$ cat config.mk
export PLATFORM = sky130hd
export DESIGN_NAME = hazard_forward_ctrl_flat
export DESIGN_NICKNAME = d
export VERILOG_FILES = /design/src/rtl/hazard_forward_ctrl_if.sv /design/src/rtl/hazard_forward_ctrl.sv /design/src/flat_wrapper.sv
export SDC_FILE = /design/constraint.sdc
export NUM_CORES = 1
export LEC_CHECK = 0
export ABC_AREA = 1
export BUFFER_PORTS_ARGS = -buffer_cell sky130_fd_sc_hd__buf_2
export CELL_PAD_IN_SITES_DETAIL_PLACEMENT = 0
export CELL_PAD_IN_SITES_GLOBAL_PLACEMENT = 1
export CORE_MARGIN = 2
export CORE_UTILIZATION = 32
export DETAILED_ROUTE_END_ITERATION = 10
export GPL_TIMING_DRIVEN = 1
export PLACE_DENSITY = 0.8
export SYNTH_ARGS = -nofsm -noshare
export SYNTH_HDL_FRONTEND = slang
export SYNTH_SLANG_ARGS = --single-unit
$ cat constraint.sdc
create_clock -name clk -period 1.17 [get_ports clk]
set_clock_uncertainty 0.05 [all_clocks]
set_input_delay 0.0585 -clock clk [delete_from_list [all_inputs] [get_ports clk]]
set_output_delay 0.0585 -clock clk [all_outputs]
set_load 0.05 [all_outputs]
$ cat src/rtl/hazard_forward_ctrl_if.sv
//------------------------------------------------------------------------------
// Module   : hazard_forward_ctrl_if
// Brief    : ID-stage decode fields in, stall and EX forwarding selects out.
// Revision : 1.0 - initial release
//------------------------------------------------------------------------------
`default_nettype none

interface hazard_forward_ctrl_if #(
    parameter int REG_ADDR_W = 5
);
    logic                  id_valid;
    logic [REG_ADDR_W-1:0] id_rs;
    logic [REG_ADDR_W-1:0] id_rt;
    logic                  id_uses_rs;
    logic                  id_uses_rt;
    logic [REG_ADDR_W-1:0] id_rd;
    logic                  id_reg_write;
    logic                  id_mem_read;
    logic                  flush;
    logic                  stall;
    logic [1:0]            fwd_a_sel;
    logic [1:0]            fwd_b_sel;

    modport master (
        output id_valid, id_rs, id_rt, id_uses_rs, id_uses_rt,
               id_rd, id_reg_write, id_mem_read, flush,
        input  stall, fwd_a_sel, fwd_b_sel
    );

    modport slave (
        input  id_valid, id_rs, id_rt, id_uses_rs, id_uses_rt,
               id_rd, id_reg_write, id_mem_read, flush,
        output stall, fwd_a_sel, fwd_b_sel
    );
endinterface

`default_nettype wire

$ cat src/rtl/hazard_forward_ctrl.sv
//------------------------------------------------------------------------------
// Module   : hazard_forward_ctrl
// Brief    : RAW hazard tracker producing EX forwarding selects and load-use
//            stall. Define HAZ_FORWARD_EN to enable forwarding; otherwise every
//            RAW hazard stalls until the producer reaches WB.
// Revision : 1.0 - initial release
//------------------------------------------------------------------------------
`default_nettype none

module hazard_forward_ctrl #(
    parameter int REG_ADDR_W = 5
) (
    input  wire logic              clk,
    input  wire logic              reset,
    hazard_forward_ctrl_if.slave   bus
);

    localparam logic [1:0] c_SEL_RF    = 2'b00;
    localparam logic [1:0] c_SEL_EXMEM = 2'b10;
    localparam logic [1:0] c_SEL_MEMWB = 2'b01;

    // WB never forwards (write-before-read register file), so only EX and MEM are tracked
    logic                  r_ex_valid;
    logic [REG_ADDR_W-1:0] r_ex_rd;
    logic                  r_ex_reg_write;
    logic                  r_mem_valid;
    logic [REG_ADDR_W-1:0] r_mem_rd;
    logic                  r_mem_reg_write;

    logic w_id_go;
    logic w_advance;
    logic w_ex_writer;
    logic w_mem_writer;
    logic w_rs_used;
    logic w_rt_used;
    logic w_rs_ex;
    logic w_rt_ex;
    logic w_rs_mem;
    logic w_rt_mem;

    assign w_id_go      = bus.id_valid & ~bus.flush;
    assign w_ex_writer  = r_ex_valid  & r_ex_reg_write  & (r_ex_rd  != '0);
    assign w_mem_writer = r_mem_valid & r_mem_reg_write & (r_mem_rd != '0);
    assign w_rs_used    = bus.id_uses_rs & (bus.id_rs != '0);
    assign w_rt_used    = bus.id_uses_rt & (bus.id_rt != '0);
    assign w_rs_ex      = w_rs_used & w_ex_writer  & (bus.id_rs == r_ex_rd);
    assign w_rt_ex      = w_rt_used & w_ex_writer  & (bus.id_rt == r_ex_rd);
    assign w_rs_mem     = w_rs_used & w_mem_writer & (bus.id_rs == r_mem_rd);
    assign w_rt_mem     = w_rt_used & w_mem_writer & (bus.id_rt == r_mem_rd);
    assign w_advance    = w_id_go & ~bus.stall;

    always_ff @(posedge clk) begin
        if (reset) begin
            r_ex_valid      <= 1'b0;
            r_ex_rd         <= '0;
            r_ex_reg_write  <= 1'b0;
            r_mem_valid     <= 1'b0;
            r_mem_rd        <= '0;
            r_mem_reg_write <= 1'b0;
        end else begin
            r_mem_valid     <= r_ex_valid;
            r_mem_rd        <= r_ex_rd;
            r_mem_reg_write <= r_ex_reg_write;
            r_ex_valid      <= w_advance;
            r_ex_rd         <= bus.id_rd;
            r_ex_reg_write  <= bus.id_reg_write;
        end
    end

`ifdef HAZ_FORWARD_EN
    logic       r_ex_mem_read;
    logic [1:0] r_fwd_a_sel;
    logic [1:0] r_fwd_b_sel;
    logic [1:0] w_sel_a;
    logic [1:0] w_sel_b;

    // Only a load in EX cannot be forwarded in time; everything else bypasses
    assign bus.stall = w_id_go & r_ex_mem_read & (w_rs_ex | w_rt_ex);

    assign w_sel_a = w_rs_ex ? c_SEL_EXMEM : (w_rs_mem ? c_SEL_MEMWB : c_SEL_RF);
    assign w_sel_b = w_rt_ex ? c_SEL_EXMEM : (w_rt_mem ? c_SEL_MEMWB : c_SEL_RF);

    always_ff @(posedge clk) begin
        if (reset) begin
            r_ex_mem_read <= 1'b0;
            r_fwd_a_sel   <= c_SEL_RF;
            r_fwd_b_sel   <= c_SEL_RF;
        end else begin
            r_ex_mem_read <= w_advance & bus.id_mem_read;
            r_fwd_a_sel   <= w_advance ? w_sel_a : c_SEL_RF;
            r_fwd_b_sel   <= w_advance ? w_sel_b : c_SEL_RF;
        end
    end

    assign bus.fwd_a_sel = r_fwd_a_sel;
    assign bus.fwd_b_sel = r_fwd_b_sel;
`else
    assign bus.stall     = w_id_go & (w_rs_ex | w_rt_ex | w_rs_mem | w_rt_mem);
    assign bus.fwd_a_sel = c_SEL_RF;
    assign bus.fwd_b_sel = c_SEL_RF;
`endif

endmodule

`default_nettype wire

$ cat src/flat_wrapper.sv
// flat-port wrapper written by rule: the top's interface ports become plain ports
module hazard_forward_ctrl_flat 
#(
    parameter int REG_ADDR_W = 5
)
  (clk, reset, bus_id_valid, bus_id_rs, bus_id_rt, bus_id_uses_rs, bus_id_uses_rt, bus_id_rd, bus_id_reg_write, bus_id_mem_read, bus_flush, bus_stall, bus_fwd_a_sel, bus_fwd_b_sel);
  hazard_forward_ctrl_if #(.REG_ADDR_W(REG_ADDR_W)) bus_i ();
  input  wire logic clk;
  input  wire logic reset;
  input wire logic [$bits(bus_i.id_valid)-1:0] bus_id_valid;
  input wire logic [$bits(bus_i.id_rs)-1:0] bus_id_rs;
  input wire logic [$bits(bus_i.id_rt)-1:0] bus_id_rt;
  input wire logic [$bits(bus_i.id_uses_rs)-1:0] bus_id_uses_rs;
  input wire logic [$bits(bus_i.id_uses_rt)-1:0] bus_id_uses_rt;
  input wire logic [$bits(bus_i.id_rd)-1:0] bus_id_rd;
  input wire logic [$bits(bus_i.id_reg_write)-1:0] bus_id_reg_write;
  input wire logic [$bits(bus_i.id_mem_read)-1:0] bus_id_mem_read;
  input wire logic [$bits(bus_i.flush)-1:0] bus_flush;
  output wire logic [$bits(bus_i.stall)-1:0] bus_stall;
  output wire logic [$bits(bus_i.fwd_a_sel)-1:0] bus_fwd_a_sel;
  output wire logic [$bits(bus_i.fwd_b_sel)-1:0] bus_fwd_b_sel;
  assign bus_i.id_valid = bus_id_valid;
  assign bus_i.id_rs = bus_id_rs;
  assign bus_i.id_rt = bus_id_rt;
  assign bus_i.id_uses_rs = bus_id_uses_rs;
  assign bus_i.id_uses_rt = bus_id_uses_rt;
  assign bus_i.id_rd = bus_id_rd;
  assign bus_i.id_reg_write = bus_id_reg_write;
  assign bus_i.id_mem_read = bus_id_mem_read;
  assign bus_i.flush = bus_flush;
  assign bus_stall = bus_i.stall;
  assign bus_fwd_a_sel = bus_i.fwd_a_sel;
  assign bus_fwd_b_sel = bus_i.fwd_b_sel;
  hazard_forward_ctrl #(.REG_ADDR_W(REG_ADDR_W)) u_core (.clk(clk), .reset(reset), .bus(bus_i));
endmodule
Word level (Yosys, flattened, before mapping)
Index checks and enable logic that the tools add are counted.
W data, S select, Z words.
Storage, ports and cells
  logic and storage cells: 36
  output and inout port bits: 5
  bits in registers: 14
  bits of input ports: 23
Operators by class
  eq/ne operators: 4
  bitwise gates (word level): 22
  reduce and logical (&&, ||, !) cells: 4
Operator list (number)
  $eq A5 B5 Y1: 4
  $reduce_bool A5 Y1: 4
  $and A1 B1 Y1: 17
  $or A1 B1 Y1: 3
  $not A1 Y1: 2

Longest topological paths before layout
  word-level depth: 10
  mapped depth: 10
  gate-level depth less buffers: 10

Worst setup path before layout
Ideal clock, no wire load.
  path type: register to output
  from: register u_core.r_ex_rd[1]
  to: output port bus_stall
  stages on the path, launching flop included: 11
  arrival: 1260 ps
  required time: 1062 ps
  setup slack: -198 ps
  buffers on the path: 0
  cells stage by stage: dfxtp_1 inv_2 nand2_1 nand2_1 nor2_1 nand2_1 nor2_2 nand2_1 nand3_2 nor2_1 nor2_2
Between the ends
  word-level cells in the longest chain between the ends: 8
RTL lines
  start: declaration: line hazard_forward_ctrl.sv:24  | logic [REG_ADDR_W-1:0] r_ex_rd;
  start signal: assignment: line hazard_forward_ctrl.sv:65  | r_ex_rd <= bus.id_rd;
  $reduce_bool A5 Y1: line hazard_forward_ctrl.sv:42  | assign w_ex_writer = r_ex_valid & r_ex_reg_write & (r_ex_rd != '0);
  $and A1 B1 Y1: line hazard_forward_ctrl.sv:42
  $and A1 B1 Y1 (on tied branches) (2 in a row): line hazard_forward_ctrl.sv:46, hazard_forward_ctrl.sv:47
  $or A1 B1 Y1 * (3 in a row): line hazard_forward_ctrl.sv:98  | assign bus.stall = w_id_go & (w_rs_ex | w_rt_ex | w_rs_mem | w_rt_mem);
  $and A1 B1 Y1 *: line hazard_forward_ctrl.sv:98
  end: declaration: line flat_wrapper.sv:19  | output wire logic [$bits(bus_i.stall)-1:0] bus_stall;
Mark *: on every way between the ends. The rest lies on a longest branch, timed or not.

Worst setup path after layout
Same ends and word-level chain as after synthesis.

==> impl_metrics.csv <==
group,metric,value,unit
run_status,status,"finished with violations",
run_status,violations,"setup timing",
final_layout,nFillCells,284,
critical_path,required,1.06,ns
final_layout,stdcell_count,209,
global_route,grt_max_degree,14,
global_route,antenna_found_initial,0,
floorplan,core,2520,µm²
detailed_routing,detail-route-antenna-nets,0,
hold_path,hold_depth,4,
final_layout,syn2layout_area_growth,34.1,%
floorplan,ios,28,
logic_synthesis,synth.area.top_cells,"dfxtp_1 (32%), nand2_1 (19%), nor2_1 (13%)",
sta,grt_setup_unrepaired,"yes",
sta,setup_viol,2,
clocking,clkSinkCount,14,
detailed_routing,drt_drc_violations_left,0,
logic_synthesis,ys_ff_latch,14,
job,cap_viol_max_count,0,
placed_design,gp_congestion,0.804,
logic_synthesis,ys.flop_type,"dfxtp_1",
final_layout,fin_util,0.461,
power_and_ir_drop,p_per_area,960,nW/µm²
critical_path,crit_fanout,4,
critical_path,rr_startpoint,"u_core.r_ex_rd[1]",
detailed_routing,drt_iter0_markers,22,
logic_synthesis,synth.cell_area,867,µm²
sta,fin_crit,1.60,ns
hold_path,hold_class,"in -> reg",
detailed_routing,wl,2020,µm
clocking,path_clk_slew,0.09,ns
final_layout,ff_latch_area,289,µm²
detailed_routing,vias,879,
critical_path,crit_chain,"inv_2 > nand2_2 > nand2_2 > nor2_2 > nand2_1 > nor2_2 > nand2_1 > nand3_2 > nor2_4 > nor2_4 > buf_8",
placed_design,hpwl,1650,µm
sta,fin_setup_tns,-0.489,ns
sta,period_share,1.36,
critical_path,reg2reg_to,"u_core.r_ex_valid",
sta,fmax,627,MHz
sta,finalHoldViolations,0,
critical_path,reg2reg_depth,7,
clocking,insertion_delay,0.29,ns
logic_synthesis,synthCells,145,
clocking,root_buffer,"clkbuf_4",
clocking,cts_tree,"done",
floorplan,die_w,56.1,µm
final_layout,stdcell_area,1160,µm²
critical_path,r2r_slack,-0.06,ns
placed_design,numPortBuffers,22,
detailed_routing,dr.pass1.iters,4,
floorplan,start_util,0.344,
placed_design,dp.cells,198,
global_route,grt.overflow.total,0,
hold_path,hold_start,"bus_id_valid",
logic_synthesis,ys_seq_area_frac,0.323,
logic_synthesis,synthTopCellsByCount,"nand2_1 (43), nor2_1 (29), inv_1 (27)",
floorplan,die_area,3140,µm²
final_layout,multi_input_area,478,µm²
power_and_ir_drop,p_leak,0.000629,µW
placed_design,dpl_cell_area,1030,µm²
logic_synthesis,synthMostInstantiatedCell,"nand2_1",
clocking,cts.path.max_buffers,2,
sta,fin_ws,-0.426,ns
final_layout,nets,203,
logic_synthesis,yosysTopAreaCell,"dfxtp_1",
power_and_ir_drop,peakVddDrop,0.590,mV
logic_synthesis,synth_edf_count,0,
final_layout,final_layout_size_suffix_gt1_frac,0.268,
floorplan,die_h,56.1,µm
critical_path,cp_data_arrival_time,1.49,ns
clocking,htree_levels,1,
logic_synthesis,synth.avg_cell_area,5.98,µm²
global_route,grt_pass1_vias,787,
logic_synthesis,netlist.area_leader.share,0.323,
logic_synthesis,yosysWarnings,0,
logic_synthesis,ys_async_sr_fraction,0,
floorplan,rows,18,
critical_path,startpoint_type,"flip-flop",
critical_path,endpoint_kind,"output port",
final_layout,antenna_cells,0,
sta,drv_slew,0,
sta,fin_hold_ws,0.138,ns
detailed_routing,wl_per_cell,9.68,µm
global_route,grt_usage,0.139,
clocking,numCtsBuffers,3,
critical_path,crit_slowest_cell,"dfxtp_2",
logic_synthesis,yosys.cell_types.count,18,
critical_path,worst-setup-path-type,"reg -> out",
hold_path,holdPathEnd,"u_core.r_ex_valid",
detailed_routing,via_per_inst,4.21,
global_route,grt_pass1_wl,3440,µm
critical_path,slowest_delay,0.36,ns
critical path, delay by kind of cell (launching register included):
| family | cells | cell delay (ns) |
|---|---|---|
| flops | 1 | 0.36 |
| buf+inv | 2 | 0.21 |
| simple gates | 9 | 0.63 |
metrics by stage:
step	worst slack (ns)	total power, µW
after detailed placement	-0.206	747
after global placement	-0.199	746
after floorplan	-0.0382	673
final	-0.426	1120
after CTS	-0.421	1120
after global routing	-0.540	1170
cell usage in the layout (no fill, tap or decap), types with 2 or more instances in the layout:
| cell type | instances |
|---|---|
| buf_2 | 21 |
| buf_4 | 3 |
| clkbuf_4 | 3 |
| conb_1 | 4 |
| dfxtp_1 | 7 |
| dfxtp_2 | 7 |
| dlygate4sd3_1 | 7 |
| inv_1 | 27 |
| inv_2 | 2 |
| nand2_1 | 41 |
| nand2_2 | 2 |
| nand3_1 | 5 |
| nand4_1 | 4 |
| nor2_1 | 26 |
| nor2_2 | 3 |
| nor2_4 | 2 |
| xnor2_1 | 6 |
| xor2_1 | 2 |
where the power goes:
group,internal (µW),switching (µW),total [µW]
sequential,500,18.7,519
combinational,102,137,239
clock,190,168,358
sequential cells by signal, indices dropped and copies added (netlist names):
register and flops:
u_core.r_mem_rd 5, u_core.r_mem_valid 1, u_core.r_ex_reg_write 1, u_core.r_ex_valid 1, u_core.r_mem_reg_write 1, u_core.r_ex_rd 5
area by class of cell:
type	instances	share of cell area
clock buffers	4	0.0312
inverters	29	0.0936
flip-flops and latches	14	0.249
multi-input cells	100	0.411
well taps	30	0.0323
repair buffers	32	0.183
worst max-delay path by stage:
stage,endpoint,slack [ns],startpoint,cells after the start
after floorplan,bus_stall,-0.04,u_core.r_ex_rd[1],10
after global routing,bus_stall,-0.54,u_core.r_ex_rd[1],11
after CTS,bus_stall,-0.42,u_core.r_ex_rd[1],11
after detailed placement,bus_stall,-0.21,u_core.r_ex_rd[1],11
final,bus_stall,-0.43,u_core.r_ex_rd[1],11
after global placement,bus_stall,-0.20,u_core.r_ex_rd[1],11
routing by layer:
| metal | wire, µm | share of wire | GRT usage |
|---|---|---|---|
| met5 | 0 | 0 | 0 |
| met2 | 928 | 0.46 | 0.217 |
| met3 | 136 | 0.067 | 0.0279 |
| met4 | 23 | 0.011 | 0.0408 |
| met1 | 936 | 0.46 | 0.191 |
logic make-up (layout without fill, tap and decap cells):
logic type,count (synthesis),count (layout),synth area share
simple gates,86,86,0.408
buf+inv,34,65,0.165
xor+xnor,8,8,0.0808
flops,14,14,0.323
other cells,1,4,0.00432
compound gates,2,2,0.0188
repair_timing:
item / 4_1_cts / 5_1_grt
gates resized for setup: 5 / 6
hold endpoints to repair: 7 / 0
endpoints found under the setup margin: 2 / 2
pin swaps: 1 / 0
buffers inserted: 0 / 0
hold buffers: 7 / 0
Power figures use the tool's default switching activity.
